$ cat src/rtl/jk_exc_seq_if.sv
// rtl/jk_exc_seq_if.sv - target handshake and JK bank signals for jk_exc_seq
interface jk_exc_seq_if #(
    parameter int WIDTH = 4
);
    logic             tgt_valid;
    logic [WIDTH-1:0] tgt;
    logic             tgt_ready;
    logic [WIDTH-1:0] q_fb;
    logic [WIDTH-1:0] j;
    logic [WIDTH-1:0] k;
    logic             busy;
    logic             done;
    logic             err;

    modport master (
        output tgt_valid, tgt, q_fb,
        input  tgt_ready, j, k, busy, done, err
    );

    modport slave (
        input  tgt_valid, tgt, q_fb,
        output tgt_ready, j, k, busy, done, err
    );
endinterface

$ cat src/rtl/jk_exc_seq.sv
// rtl/jk_exc_seq.sv - drives a JK flip-flop bank to a target state with verify and retry
// Define JK_EXC_TOGGLE_EN to drive differing bits with J=K=1 instead of set/reset.
module jk_exc_seq #(
    parameter int WIDTH     = 4,
    parameter int MAX_RETRY = 3
) (
    input logic          clk,
    input logic          rst,
    jk_exc_seq_if.slave  bus
);
    localparam int CW = (MAX_RETRY > 0) ? $clog2(MAX_RETRY + 1) : 1;
    localparam logic [CW-1:0] RETRY_LAST = CW'(MAX_RETRY);

    typedef enum logic [1:0] {IDLE, DRIVE, CHECK} state_t;

    state_t           state;
    logic [WIDTH-1:0] tgt_r;
    logic [WIDTH-1:0] j_r;
    logic [WIDTH-1:0] k_r;
    logic [CW-1:0]    retry_cnt;
    logic             ready_r;
    logic             busy_r;
    logic             done_r;
    logic             err_r;

    // Returns {J, K} for moving the bank from q to t.
    function automatic logic [2*WIDTH-1:0] jk_enc(input logic [WIDTH-1:0] q,
                                                  input logic [WIDTH-1:0] t);
        logic [WIDTH-1:0] diff;
        diff = q ^ t;
`ifdef JK_EXC_TOGGLE_EN
        return {diff, diff};
`else
        return {diff & t, diff & ~t};
`endif
    endfunction

    // J/K are registered on the edge entering DRIVE, so they are valid for that whole cycle.
    always_ff @(posedge clk or posedge rst) begin
        if (rst) begin
            state     <= IDLE;
            tgt_r     <= '0;
            j_r       <= '0;
            k_r       <= '0;
            retry_cnt <= '0;
            ready_r   <= 1'b1;
            busy_r    <= 1'b0;
            done_r    <= 1'b0;
            err_r     <= 1'b0;
        end else begin
            done_r <= 1'b0;
            err_r  <= 1'b0;
            case (state)
                IDLE: begin
                    j_r <= '0;
                    k_r <= '0;
                    if (bus.tgt_valid) begin
                        tgt_r      <= bus.tgt;
                        retry_cnt  <= '0;
                        {j_r, k_r} <= jk_enc(bus.q_fb, bus.tgt);
                        ready_r    <= 1'b0;
                        busy_r     <= 1'b1;
                        state      <= DRIVE;
                    end
                end
                DRIVE: begin
                    j_r   <= '0;
                    k_r   <= '0;
                    state <= CHECK;
                end
                CHECK: begin
                    if (bus.q_fb == tgt_r) begin
                        done_r  <= 1'b1;
                        ready_r <= 1'b1;
                        busy_r  <= 1'b0;
                        state   <= IDLE;
                    end else if (retry_cnt == RETRY_LAST) begin
                        err_r   <= 1'b1;
                        ready_r <= 1'b1;
                        busy_r  <= 1'b0;
                        state   <= IDLE;
                    end else begin
                        retry_cnt  <= retry_cnt + 1'b1;
                        {j_r, k_r} <= jk_enc(bus.q_fb, tgt_r);
                        state      <= DRIVE;
                    end
                end
                default: begin
                    j_r     <= '0;
                    k_r     <= '0;
                    ready_r <= 1'b1;
                    busy_r  <= 1'b0;
                    state   <= IDLE;
                end
            endcase
        end
    end

    assign bus.tgt_ready = ready_r;
    assign bus.j         = j_r;
    assign bus.k         = k_r;
    assign bus.busy      = busy_r;
    assign bus.done      = done_r;
    assign bus.err       = err_r;
endmodule

$ cat src/flat_wrapper.sv
// flat-port wrapper written by rule: the top's interface ports become plain ports
module jk_exc_seq_flat 
#(
    parameter int WIDTH     = 4,
    parameter int MAX_RETRY = 3
)
  (clk, rst, bus_tgt_valid, bus_tgt, bus_q_fb, bus_tgt_ready, bus_j, bus_k, bus_busy, bus_done, bus_err);
  jk_exc_seq_if #(.WIDTH(WIDTH)) bus_i ();
  input logic clk;
  input logic rst;
  input wire logic [$bits(bus_i.tgt_valid)-1:0] bus_tgt_valid;
  input wire logic [$bits(bus_i.tgt)-1:0] bus_tgt;
  input wire logic [$bits(bus_i.q_fb)-1:0] bus_q_fb;
  output wire logic [$bits(bus_i.tgt_ready)-1:0] bus_tgt_ready;
  output wire logic [$bits(bus_i.j)-1:0] bus_j;
  output wire logic [$bits(bus_i.k)-1:0] bus_k;
  output wire logic [$bits(bus_i.busy)-1:0] bus_busy;
  output wire logic [$bits(bus_i.done)-1:0] bus_done;
  output wire logic [$bits(bus_i.err)-1:0] bus_err;
  assign bus_i.tgt_valid = bus_tgt_valid;
  assign bus_i.tgt = bus_tgt;
  assign bus_i.q_fb = bus_q_fb;
  assign bus_tgt_ready = bus_i.tgt_ready;
  assign bus_j = bus_i.j;
  assign bus_k = bus_i.k;
  assign bus_busy = bus_i.busy;
  assign bus_done = bus_i.done;
  assign bus_err = bus_i.err;
  jk_exc_seq #(.WIDTH(WIDTH), .MAX_RETRY(MAX_RETRY)) u_core (.clk(clk), .rst(rst), .bus(bus_i));
endmodule
$ cat config.mk
export PLATFORM = sky130hd
export DESIGN_NAME = jk_exc_seq_flat
export DESIGN_NICKNAME = d
export VERILOG_FILES = /design/src/rtl/jk_exc_seq_if.sv /design/src/rtl/jk_exc_seq.sv /design/src/flat_wrapper.sv
export SDC_FILE = /design/constraint.sdc
export NUM_CORES = 1
export LEC_CHECK = 0
export CORE_UTILIZATION = 50
export CTS_CLUSTER_DIAMETER = 200
export DETAILED_ROUTE_END_ITERATION = 10
export MAX_ROUTING_LAYER = met4
export PLACE_DENSITY = 0.78
export SLEW_MARGIN = 30
export SYNTH_ARGS = -nofsm -noshare
export SYNTH_HDL_FRONTEND = slang
export SYNTH_SLANG_ARGS = --single-unit
$ cat constraint.sdc
create_clock -name clk -period 2.2 [get_ports clk]
set_clock_uncertainty 0.2 [all_clocks]
set_input_delay 0.44 -clock clk [delete_from_list [all_inputs] [get_ports clk]]
set_output_delay 0.44 -clock clk [all_outputs]
set_load 0.01 [all_outputs]
==> impl_metrics.env, run 1 <==
export IMPL_criticalPathCategory="primary input to register"
export IMPL_synth_area_um2=1130
export IMPL_wl_per_cell_um=14.4
export IMPL_min_path_type="primary input to asynchronous set/reset pin"
export IMPL_start_util_pct=55.3
export IMPL_critPathMaxStageDelay_ns=0.49
export IMPL_rsz0062_at_grt="no"
export IMPL_fp_coreArea_um2=2040
export IMPL_synth_avg_cell_area_um2=9.82
export IMPL_crit_path_end="u_core.retry_cnt[1]$_DFFE_PP0P_"
export IMPL_grt_pass1_vias=891
export IMPL_io_buffers=22
export IMPL_setup_tns_ns=0
export IMPL_fin_ws_ns=0.138
export IMPL_remaining_drc_errors=0
export IMPL_fin_crit_ns=2.06
export IMPL_min_period_over_period_pct=93.7
export IMPL_crit_chain="clkdlybuf4s50_1 > inv_1 > ha_1 > a41o_2 > nor2_1 > mux2i_1"
export IMPL_grt_max_degree=22
export IMPL_relSlewSlack_pct=54.0
export IMPL_worstPathRequired_ns=2.24
export IMPL_drv_slew=0
export IMPL_synth_cell_types=26
export IMPL_diodes=0
export IMPL_stdcell_count=170
export IMPL_drt_pass1_iter_count=4
export IMPL_ant_nets=0
export IMPL_crit_start="bus_q_fb[0]"
export IMPL_status="completed"
export IMPL_postLayoutCoreUtil_pct=70.2
export IMPL_r2r_slack_ns=0.39
export IMPL_grt_pass1_wl_mm=4.24
export IMPL_rows=16
export IMPL_insertion_delay_ns=0.31
export IMPL_crit_fanout=11
export IMPL_htreeDepth=1
export IMPL_reg2reg_depth=4
export IMPL_die_area_um2=2450
export IMPL_areaGrowthSynthToFinish_pct=26.9
export IMPL_rr_endpoint="u_core.bus.j[2]$_DFFE_PP0P_"
export IMPL_ir_drop_uv=720
export IMPL_place_congestion=0.850
export IMPL_final_area_um2=1430
export IMPL_path_clk_slew_ns=0.12
export IMPL_cts_tree="done"
export IMPL_vias=921
export IMPL_nets=164
export IMPL_ys_seq_area_share_pct=44.4
export IMPL_worstMarginPinSlew_ns=0.690
export IMPL_wirelength_mm=2.45
export IMPL_die_w_um=49.5
export IMPL_root_buffer="clkbuf_4"
export IMPL_vias_per_cell=5.42
export IMPL_crit_path_top_delay_cell="clkdlybuf4s50_1"
export IMPL_crit_path_end_kind="register"
export IMPL_cp_arrival_ns=2.11
export IMPL_dp_worst_setup_slack_ns=-0.232
export IMPL_reg2reg_from="u_core.state[1]$_DFFE_PP0P_"
export IMPL_p_leak_nw=0.663
export IMPL_finalPower_mw=1.61
export IMPL_synth_warnings=0
export IMPL_power_density_nw_per_um2=1130
export IMPL_overflow=0
export IMPL_pin_count=23
export IMPL_synth_cells=115
export IMPL_post_cts_buffers=0
export IMPL_dp_hpwl_mm=1.77
export IMPL_drv_cap=0
export IMPL_ys_seq_elements=20
export IMPL_fmax_mhz=485
export IMPL_place_area_um2=1400
export IMPL_grtUsageTotal_pct=23.9
export IMPL_dp_cells=166
export IMPL_drive_above_1_share_pct=11.9
export IMPL_whs_ns=0.243
export IMPL_cts_sinks=20
export IMPL_cts_buffers_inserted=3
export IMPL_cp_start_kind="primary input"
export IMPL_antenna_found_initial=0
export IMPL_synth_nets=135
export IMPL_setup_viol=0
export IMPL_die_h_um=49.5
export IMPL_cts_buffer_depth=2
export IMPL_drtIter0Drc=20
export IMPL_hold_viol=0
[Yosys cell counts (all sizes together)]
master	number	area share (%)
a21boi	4	2.7
a21oi	11	4.9
a31o	4	3.1
a31oi	4	2.2
a32oi	2	1.6
a41o	1	0.89
and4	1	0.78
buf	5	3.8
clkbuf	1	0.44
dfrtp	19	42
dfstp	1	2.3
ha	9	10
inv	19	6.3
mux2i	2	1.8
nand2	9	3.0
nand2b	1	0.55
nand4	1	0.55
nor2	6	2.0
nor3b	1	1.7
nor4bb	6	5.3
o21ai	6	2.7
o2bb2ai	1	0.78
or3b	1	0.78
[timing repair]
| action | 4_1_cts | 5_1_grt |
|---|---|---|
| endpoints found under the setup margin | 0 | 8 |
| resized for setup | 0 | 1 |
| hold buffers | 0 | 0 |
[final cells by class]
type / count / area (um2)
inverter: 19 / 71.3
timing repair buffer: 30 / 280
clock buffer: 4 / 36.3
multi-input combinational: 70 / 510
tap: 27 / 33.8
sequential: 20 / 502
fill: 168 / 608
[worst min path at each step]
stage                                startpoint                          endpoint  slack, ns  cells past startpoint
5_1_grt                                     rst       u_core.bus.j[2]$_DFFE_PP0P_       0.28                      3
2_1_floorplan                               rst       u_core.bus.busy$_DFFE_PP0P_       0.20                      1
3_3_place_gp   u_core.bus.tgt_ready$_DFFE_PP1P_  u_core.bus.tgt_ready$_DFFE_PP1P_       0.25                      2
6_report                                    rst       u_core.bus.j[2]$_DFFE_PP0P_       0.24                      3
4_1_cts                                     rst       u_core.tgt_r[2]$_DFFE_PP0P_       0.26                      3
3_5_place_dp   u_core.bus.tgt_ready$_DFFE_PP1P_  u_core.bus.tgt_ready$_DFFE_PP1P_       0.26                      2
[logic make-up (layout without fill, tap and decap cells)]
| kind of cell | after synthesis | count (layout) | synth area share [%] |
|---|---|---|---|
| buffers and inverters | 25 | 53 | 10.5 |
| multiplexers | 2 | 2 | 1.77 |
| flip-flops | 20 | 20 | 44.4 |
| AO/OA/AOI/OAI | 33 | 33 | 18.7 |
| adder cells (fa/ha/maj) | 9 | 9 | 9.97 |
| AND/OR/NAND/NOR | 26 | 26 | 14.6 |
[state kept, by name, indices dropped and copies added, names as in the netlist]
signal / flops
u_core.tgt_r: 4
u_core.bus.err: 1
u_core.bus.j: 4
u_core.retry_cnt: 2
u_core.bus.k: 4
u_core.bus.tgt_ready: 1
u_core.bus.done: 1
u_core.bus.busy: 1
u_core.state: 2
[report_power, final]
group	internal, mW	switching [mW]	total [mW]
clock	0.101	0.121	0.222
combinational	0.367	0.356	0.724
sequential	0.507	0.162	0.669
total	0.975	0.640	1.61
[worst max-delay path, delay by kind of cell]
family,cells,cell delay [ns]
adders and majority gates,1,0.32
muxes,1,0.22
AOI/OAI and AO/OA,1,0.36
buffers and inverters,2,0.54
and+or+nand+nor,1,0.22
[cells in the final DEF, fill, tap and decap left out, types with 4 or more instances in the layout]
cell	count
a21boi_1	4
a21oi_1	11
a31oi_1	4
buf_4	8
clkdlybuf4s50_1	22
dfrtp_1	19
ha_1	9
inv_1	19
nand2_1	9
nor2_1	6
nor4bb_1	6
o21ai_0	6
[layer usage]
layer  GRT usage, %  vias to the layer above  part of all wire [%]
li1               -                      450                     -
met1           32.0                      437                    46
met2           36.5                       30                    47
met3           3.70                        4                   4.6
met4           9.05                        0                   2.0
met5              -                        -                     0
(Power assumes the default switching activity.)
==> run 2: changes to the inputs <==
- ABC_AREA: unset -> 1
- MAX_ROUTING_LAYER: met4 -> unset
==> run 2 against run 1 <==
  * Utilization decreased by 1.3 points
  * Critical path depth shrank 5
  * Clock-buffer cell count is the same
  * Combinational power is 8.0% lower
  * First-iteration DRC count grew 5.0%
  * Area after synthesis decreased by 0.22%
  * Clock power is 6% lower
  * Via count up 4.2%
  * Global-route usage fell by 2.9 points
  * Largest cell class unchanged
==> impl_metrics.env, run 2 <==
export IMPL_status="completed"
export IMPL_grt_max_degree=21
export IMPL_vias_per_cell=5.00
export IMPL_worstPathRequired_ns=1.56
export IMPL_overflow=0
export IMPL_nets=186
export IMPL_fin_crit_ns=2.01
export IMPL_critPathBufInv=1
export IMPL_io_buffers=22
export IMPL_cts_tree="done"
export IMPL_crit_chain="clkdlybuf4s50_1"
export IMPL_stdcell_count=192
export IMPL_remaining_drc_errors=0
export IMPL_cp_start_kind="register"
export IMPL_cts_sinks=20
export IMPL_grt_pass1_wl_mm=3.85
export IMPL_cts_buffers_inserted=3
export IMPL_synth_cell_types=17
export IMPL_power_density_nw_per_um2=1030
export IMPL_critPathMaxStageDelay_ns=0.55
export IMPL_drt_pass1_iter_count=4
export IMPL_fill_cells=189
export IMPL_drv_slew=0
export IMPL_synth_area_um2=1130
export IMPL_drive_above_1_share_pct=11.5
export IMPL_place_congestion=0.884
export IMPL_htreeDepth=1
export IMPL_insertion_delay_ns=0.30
export IMPL_grt_pass1_vias=932
export IMPL_die_w_um=49.5
export IMPL_drv_cap=0
export IMPL_netlist_top_cells_count="nand2_1 (44), dfrtp_1 (19), nand3_1 (19)"
export IMPL_ys_async_sr_fraction_pct=100
export IMPL_yosysTopAreaCell="dfrtp_1"
export IMPL_setup_viol=0
export IMPL_grtUsageTotal_pct=21.0
export IMPL_ant_nets=0
export IMPL_r2r_slack_ns=0.59
export IMPL_crit_path_end_kind="primary output"
export IMPL_crit_path_top_delay_cell="dfstp_2"
export IMPL_die_area_um2=2450
export IMPL_cts_hold_buf=0
export IMPL_synth_flop_cell="dfrtp_1"
export IMPL_finalPower_mw=1.45
export IMPL_ys_seq_elements=20
export IMPL_drtIter0Drc=21
export IMPL_wirelength_mm=2.11
export IMPL_wl_per_cell_um=11.0
export IMPL_antenna_found_initial=0
export IMPL_worstMarginPinSlew_ns=0.277
export IMPL_multi_input_area_um2=526
export IMPL_synth_edf_count=0
export IMPL_cts_resized=0
export IMPL_vias=960
export IMPL_min_period_over_period_pct=91.3
export IMPL_post_cts_buffers=0
export IMPL_place_area_um2=1370
export IMPL_ys_seq_area_share_pct=44.5
export IMPL_pin_count=23
export IMPL_fp_coreArea_um2=2040
export IMPL_fin_ws_ns=0.191
export IMPL_rows=16
export IMPL_synth_top_area_share_pct=42.2
export IMPL_setup_tns_ns=0
export IMPL_dp_hpwl_mm=1.63
export IMPL_reg2reg_depth=8
export IMPL_areaGrowthSynthToFinish_pct=24.9
export IMPL_relSlewSlack_pct=81.5
export IMPL_hold_viol=0
export IMPL_rsz0062_at_grt="no"
export IMPL_synth_warnings=0
export IMPL_final_area_um2=1410
export IMPL_cts_buffer_depth=2
export IMPL_cp_top_family="flip-flops"
export IMPL_criticalPathCategory="register to primary output"
export IMPL_synth_avg_cell_area_um2=8.11
export IMPL_min_path_type="primary input to asynchronous set/reset pin"
export IMPL_synth_cells=139
export IMPL_cp_arrival_ns=1.37
export IMPL_reg2reg_from="u_core.tgt_r[1]$_DFFE_PP0P_"
export IMPL_dp_cells=188
export IMPL_diodes=0
export IMPL_fmax_mhz=498
export IMPL_start_util_pct=55.2
export IMPL_ys_top_cells_by_area="dfrtp_1 (42%), nand2_1 (15%), ha_1 (10%), nand3_1 (8.4%), inv_1 (5.0%)"
export IMPL_layout_common_cells="nand2_1 (44), clkdlybuf4s50_1 (22), nand3_1 (19), dfrtp_1 (19), inv_1 (15)"
export IMPL_path_clk_slew_ns=0.11
export IMPL_rr_endpoint="u_core.bus.j[3]$_DFFE_PP0P_"
export IMPL_die_h_um=49.5
export IMPL_crit_fanout=2
export IMPL_regArea_um2=502
export IMPL_root_buffer="clkbuf_4"
export IMPL_final_common_cell="nand2_1"
export IMPL_p_leak_nw=0.761
export IMPL_dp_worst_setup_slack_ns=-0.0320
export IMPL_synth_nets=159
export IMPL_ir_drop_uv=638
export IMPL_post_synth_top_count_cell="nand2_1"
-- run 2: cell families (layout without fill, tap and decap cells) --
kind of cell | Yosys count | count (layout) | share of synthesized area (%)
compound gates | 9 | 9 | 4.22
fa+ha+maj | 9 | 9 | 9.99
buf+inv | 20 | 46 | 8.88
flops | 20 | 20 | 44.5
simple gates | 81 | 81 | 32.4
-- run 2: stage by stage --
step	util, %	hold WS (ns)
floorplan	-	0.203
global placement	67.2	0.252
detailed placement	67.2	0.266
CTS	68.9	0.251
global route	68.9	0.293
finish	68.9	0.249
-- run 2: power breakdown --
| part | internal, mW | switching [mW] | leakage, nW |
|---|---|---|---|
| Sequential | 0.492 | 0.0848 | 0.261 |
| Combinational | 0.268 | 0.398 | 0.479 |
| Clock | 0.101 | 0.107 | 0.0210 |
-- run 2: final cells by class --
cell class,count,area share [%]
well taps,27,2.40
inverters,18,5.33
clock buffers,4,2.58
multi-input cells,99,37.3
repair buffers,24,16.7
flip-flops and latches,20,35.6
-- run 2: worst max-delay path by stage --
stage,slack (ns),start,cells after the start,to
floorplan,0.62,bus_q_fb[3],9,u_core.bus.j[0]$_DFFE_PP0P_
global placement,0.01,bus_q_fb[1],10,u_core.bus.j[3]$_DFFE_PP0P_
detailed placement,-0.03,bus_q_fb[1],10,u_core.bus.j[2]$_DFFE_PP0P_
CTS,0.17,u_core.bus.tgt_ready$_DFFE_PP1P_,1,bus_tgt_ready
global route,0.15,u_core.bus.tgt_ready$_DFFE_PP1P_,1,bus_tgt_ready
finish,0.19,u_core.bus.tgt_ready$_DFFE_PP1P_,1,bus_tgt_ready
-- run 2: metal layers --
layer	track usage (%)	wire length, um	up-vias
li1	-	-	488
met1	25.7	940	431
met2	34.9	997	32
met5	0	0	-
met4	12.9	70	0
met3	3.09	99	9
==> run 3: changes to the inputs <==
- ABC_AREA: 1 -> unset
- PLACE_DENSITY: 0.78 -> 0.83
- SETUP_SLACK_MARGIN: unset -> 0.1
==> run 3 against run 2 <==
  * Global-route usage up 1.9 points
  * Final area up 6.9%
  * Die area up 0.20%
  * Fmax down 3.5%
  * Sequential share of layout area down 2.3 points
  * Sequential cell count unchanged
  * Critical endpoint is now u_core.bus.k[2]$_DFFE_PP0P_
==> impl_metrics.env, run 3 (same netlist as run 1, synthesis figures left out) <==
export IMPL_antenna_found_initial=0
export IMPL_crit_path_top_delay_cell="clkdlybuf4s50_1"
export IMPL_comb_power_share_pct=47.2
export IMPL_dp_hpwl_mm=1.85
export IMPL_rsz0062_at_grt="yes"
export IMPL_nets=168
export IMPL_final_common_cell="clkdlybuf4s50_1"
export IMPL_vias_per_cell=5.72
export IMPL_cp_arrival_ns=2.12
export IMPL_cts_buffers_inserted=3
export IMPL_fp_coreArea_um2=2040
export IMPL_start_util_pct=55.3
export IMPL_drv_cap=0
export IMPL_setup_tns_ns=0
export IMPL_ir_drop_uv=724
export IMPL_remaining_drc_errors=0
export IMPL_fmax_mhz=480
export IMPL_finalPower_mw=1.77
export IMPL_crit_path_end_kind="register"
export IMPL_fin_crit_ns=2.08
export IMPL_setup_viol=0
export IMPL_cp_start_kind="primary input"
export IMPL_power_frac_seq_pct=35.7
export IMPL_hold_viol=0
export IMPL_final_area_um2=1510
export IMPL_grt_max_degree=21
export IMPL_io_buffers=22
export IMPL_diodes=0
export IMPL_htreeDepth=1
export IMPL_layout_common_cells="clkdlybuf4s50_1 (22), inv_1 (19), dfrtp_1 (19), buf_4 (12)"
export IMPL_overflow=0
export IMPL_worstPathRequired_ns=2.24
export IMPL_areaGrowthSynthToFinish_pct=33.2
export IMPL_cts_hold_buf=0
export IMPL_criticalPathCategory="primary input to register"
export IMPL_worstMarginPinSlew_ns=0.460
export IMPL_fill_cells=151
export IMPL_drtIter0Drc=39
export IMPL_p_switching_uw=662
export IMPL_stdcell_count=174
export IMPL_min_path_type="primary input to asynchronous set/reset pin"
export IMPL_dp_cells=170
export IMPL_whs_ns=0.240
export IMPL_insertion_delay_ns=0.31
export IMPL_pin_count=23
export IMPL_rows=16
export IMPL_die_area_um2=2450
export IMPL_power_density_nw_per_um2=1180
export IMPL_min_period_over_period_pct=94.6
export IMPL_reg2reg_from="u_core.tgt_r[3]$_DFFE_PP0P_"
export IMPL_crit_start="bus_q_fb[3]"
export IMPL_crit_fanout=7
export IMPL_vias=995
export IMPL_p_leak_nw=0.692
export IMPL_place_area_um2=1430
export IMPL_grt_pass1_wl_mm=4.21
export IMPL_critPathMaxStageDelay_ns=0.50
export IMPL_cts_sinks=20
export IMPL_place_congestion=0.786
export IMPL_die_w_um=49.5
export IMPL_grtUsageTotal_pct=23.0
export IMPL_path_clk_slew_ns=0.12
export IMPL_internal_power_mw=1.11
export IMPL_drt_pass1_iter_count=4
export IMPL_ant_nets=0
export IMPL_r2r_slack_ns=0.41
export IMPL_switching_share_pct=37.3
export IMPL_drive_above_1_share_pct=17.0
export IMPL_crit_chain="clkdlybuf4s50_1 > inv_1 > ha_1 > a41o_4 > buf_4 > a31oi_1 > a21boi_1"
export IMPL_relSlewSlack_pct=69.4
export IMPL_power_frac_clock_pct=17.1
export IMPL_grt_pass1_vias=939
export IMPL_root_buffer="clkbuf_4"
export IMPL_wl_per_cell_um=14.2
export IMPL_cts_tree="done"
export IMPL_wirelength_mm=2.48
export IMPL_status="completed"
export IMPL_drv_slew=0
export IMPL_cts_buffer_depth=2
export IMPL_die_h_um=49.5
==> run 3: stage by stage <==
step | setup WS [ns] | util (%)
2_1_floorplan | 0.464 | -
3_3_place_gp | -0.129 | 69.9
3_5_place_dp | -0.217 | 69.9
4_1_cts | 0.118 | 72.4
5_1_grt | 0.0895 | 73.7
6_report | 0.118 | 73.7
==> run 3: worst paths after layout <==
| kind | to | cells past startpoint |
|---|---|---|
| worst min register to register | u_core.bus.tgt_ready$_DFFE_PP1P_ | 2 |
| worst min-delay path | u_core.bus.j[3]$_DFFE_PP0P_ | 3 |
| worst max-delay path | u_core.bus.k[2]$_DFFE_PP0P_ | 7 |
| max in group asynchronous | u_core.bus.tgt_ready$_DFFE_PP1P_ | 3 |
| min in group clk | u_core.bus.tgt_ready$_DFFE_PP1P_ | 2 |
| worst max register to register | u_core.bus.k[2]$_DFFE_PP0P_ | 5 |
==> run 3: metal layers <==
layer | global-route usage [%] | wire length [um]
met1 | 29.4 | 1020
met2 | 38.5 | 1250
met5 | 0 | 0
met3 | 3.09 | 160
met4 | 10.0 | 46
==> run 3: cell type report <==
class | count | area [um2] | area share (%)
Multi-Input combinational cell | 70 | 536 | 35.6
Clock inverter | 1 | 30.0 | 2.00
Timing Repair Buffer | 34 | 310 | 20.6
Clock buffer | 3 | 22.5 | 1.50
Tap cell | 27 | 33.8 | 2.24
Inverter | 19 | 71.3 | 4.74
Sequential cell | 20 | 502 | 33.3
==> run 3: power by group through the flow <==
| stage | clock network (mW) | logic, mW | registers, mW |
|---|---|---|---|
| 2_1_floorplan | 0 | 0.522 | 0.622 |
| 3_3_place_gp | 0 | 0.758 | 0.626 |
| 3_5_place_dp | 0 | 0.788 | 0.640 |
| 4_1_cts | 0.309 | 0.795 | 0.632 |
| 5_1_grt | 0.326 | 0.924 | 0.651 |
| 6_report | 0.303 | 0.837 | 0.633 |
==> run 3: what timing repair did <==
action                                  4_1_cts  5_1_grt
gates resized for setup                       0        6
setup buffers                                 0        0
endpoints found under the setup margin        0        8
==> run 3: worst max-delay path: cells and delay by family <==
family                   cells  cell delay (ns)
buffers and inverters        3             0.70
AO/OA/AOI/OAI                3             0.66
adder cells (fa/ha/maj)      1             0.32
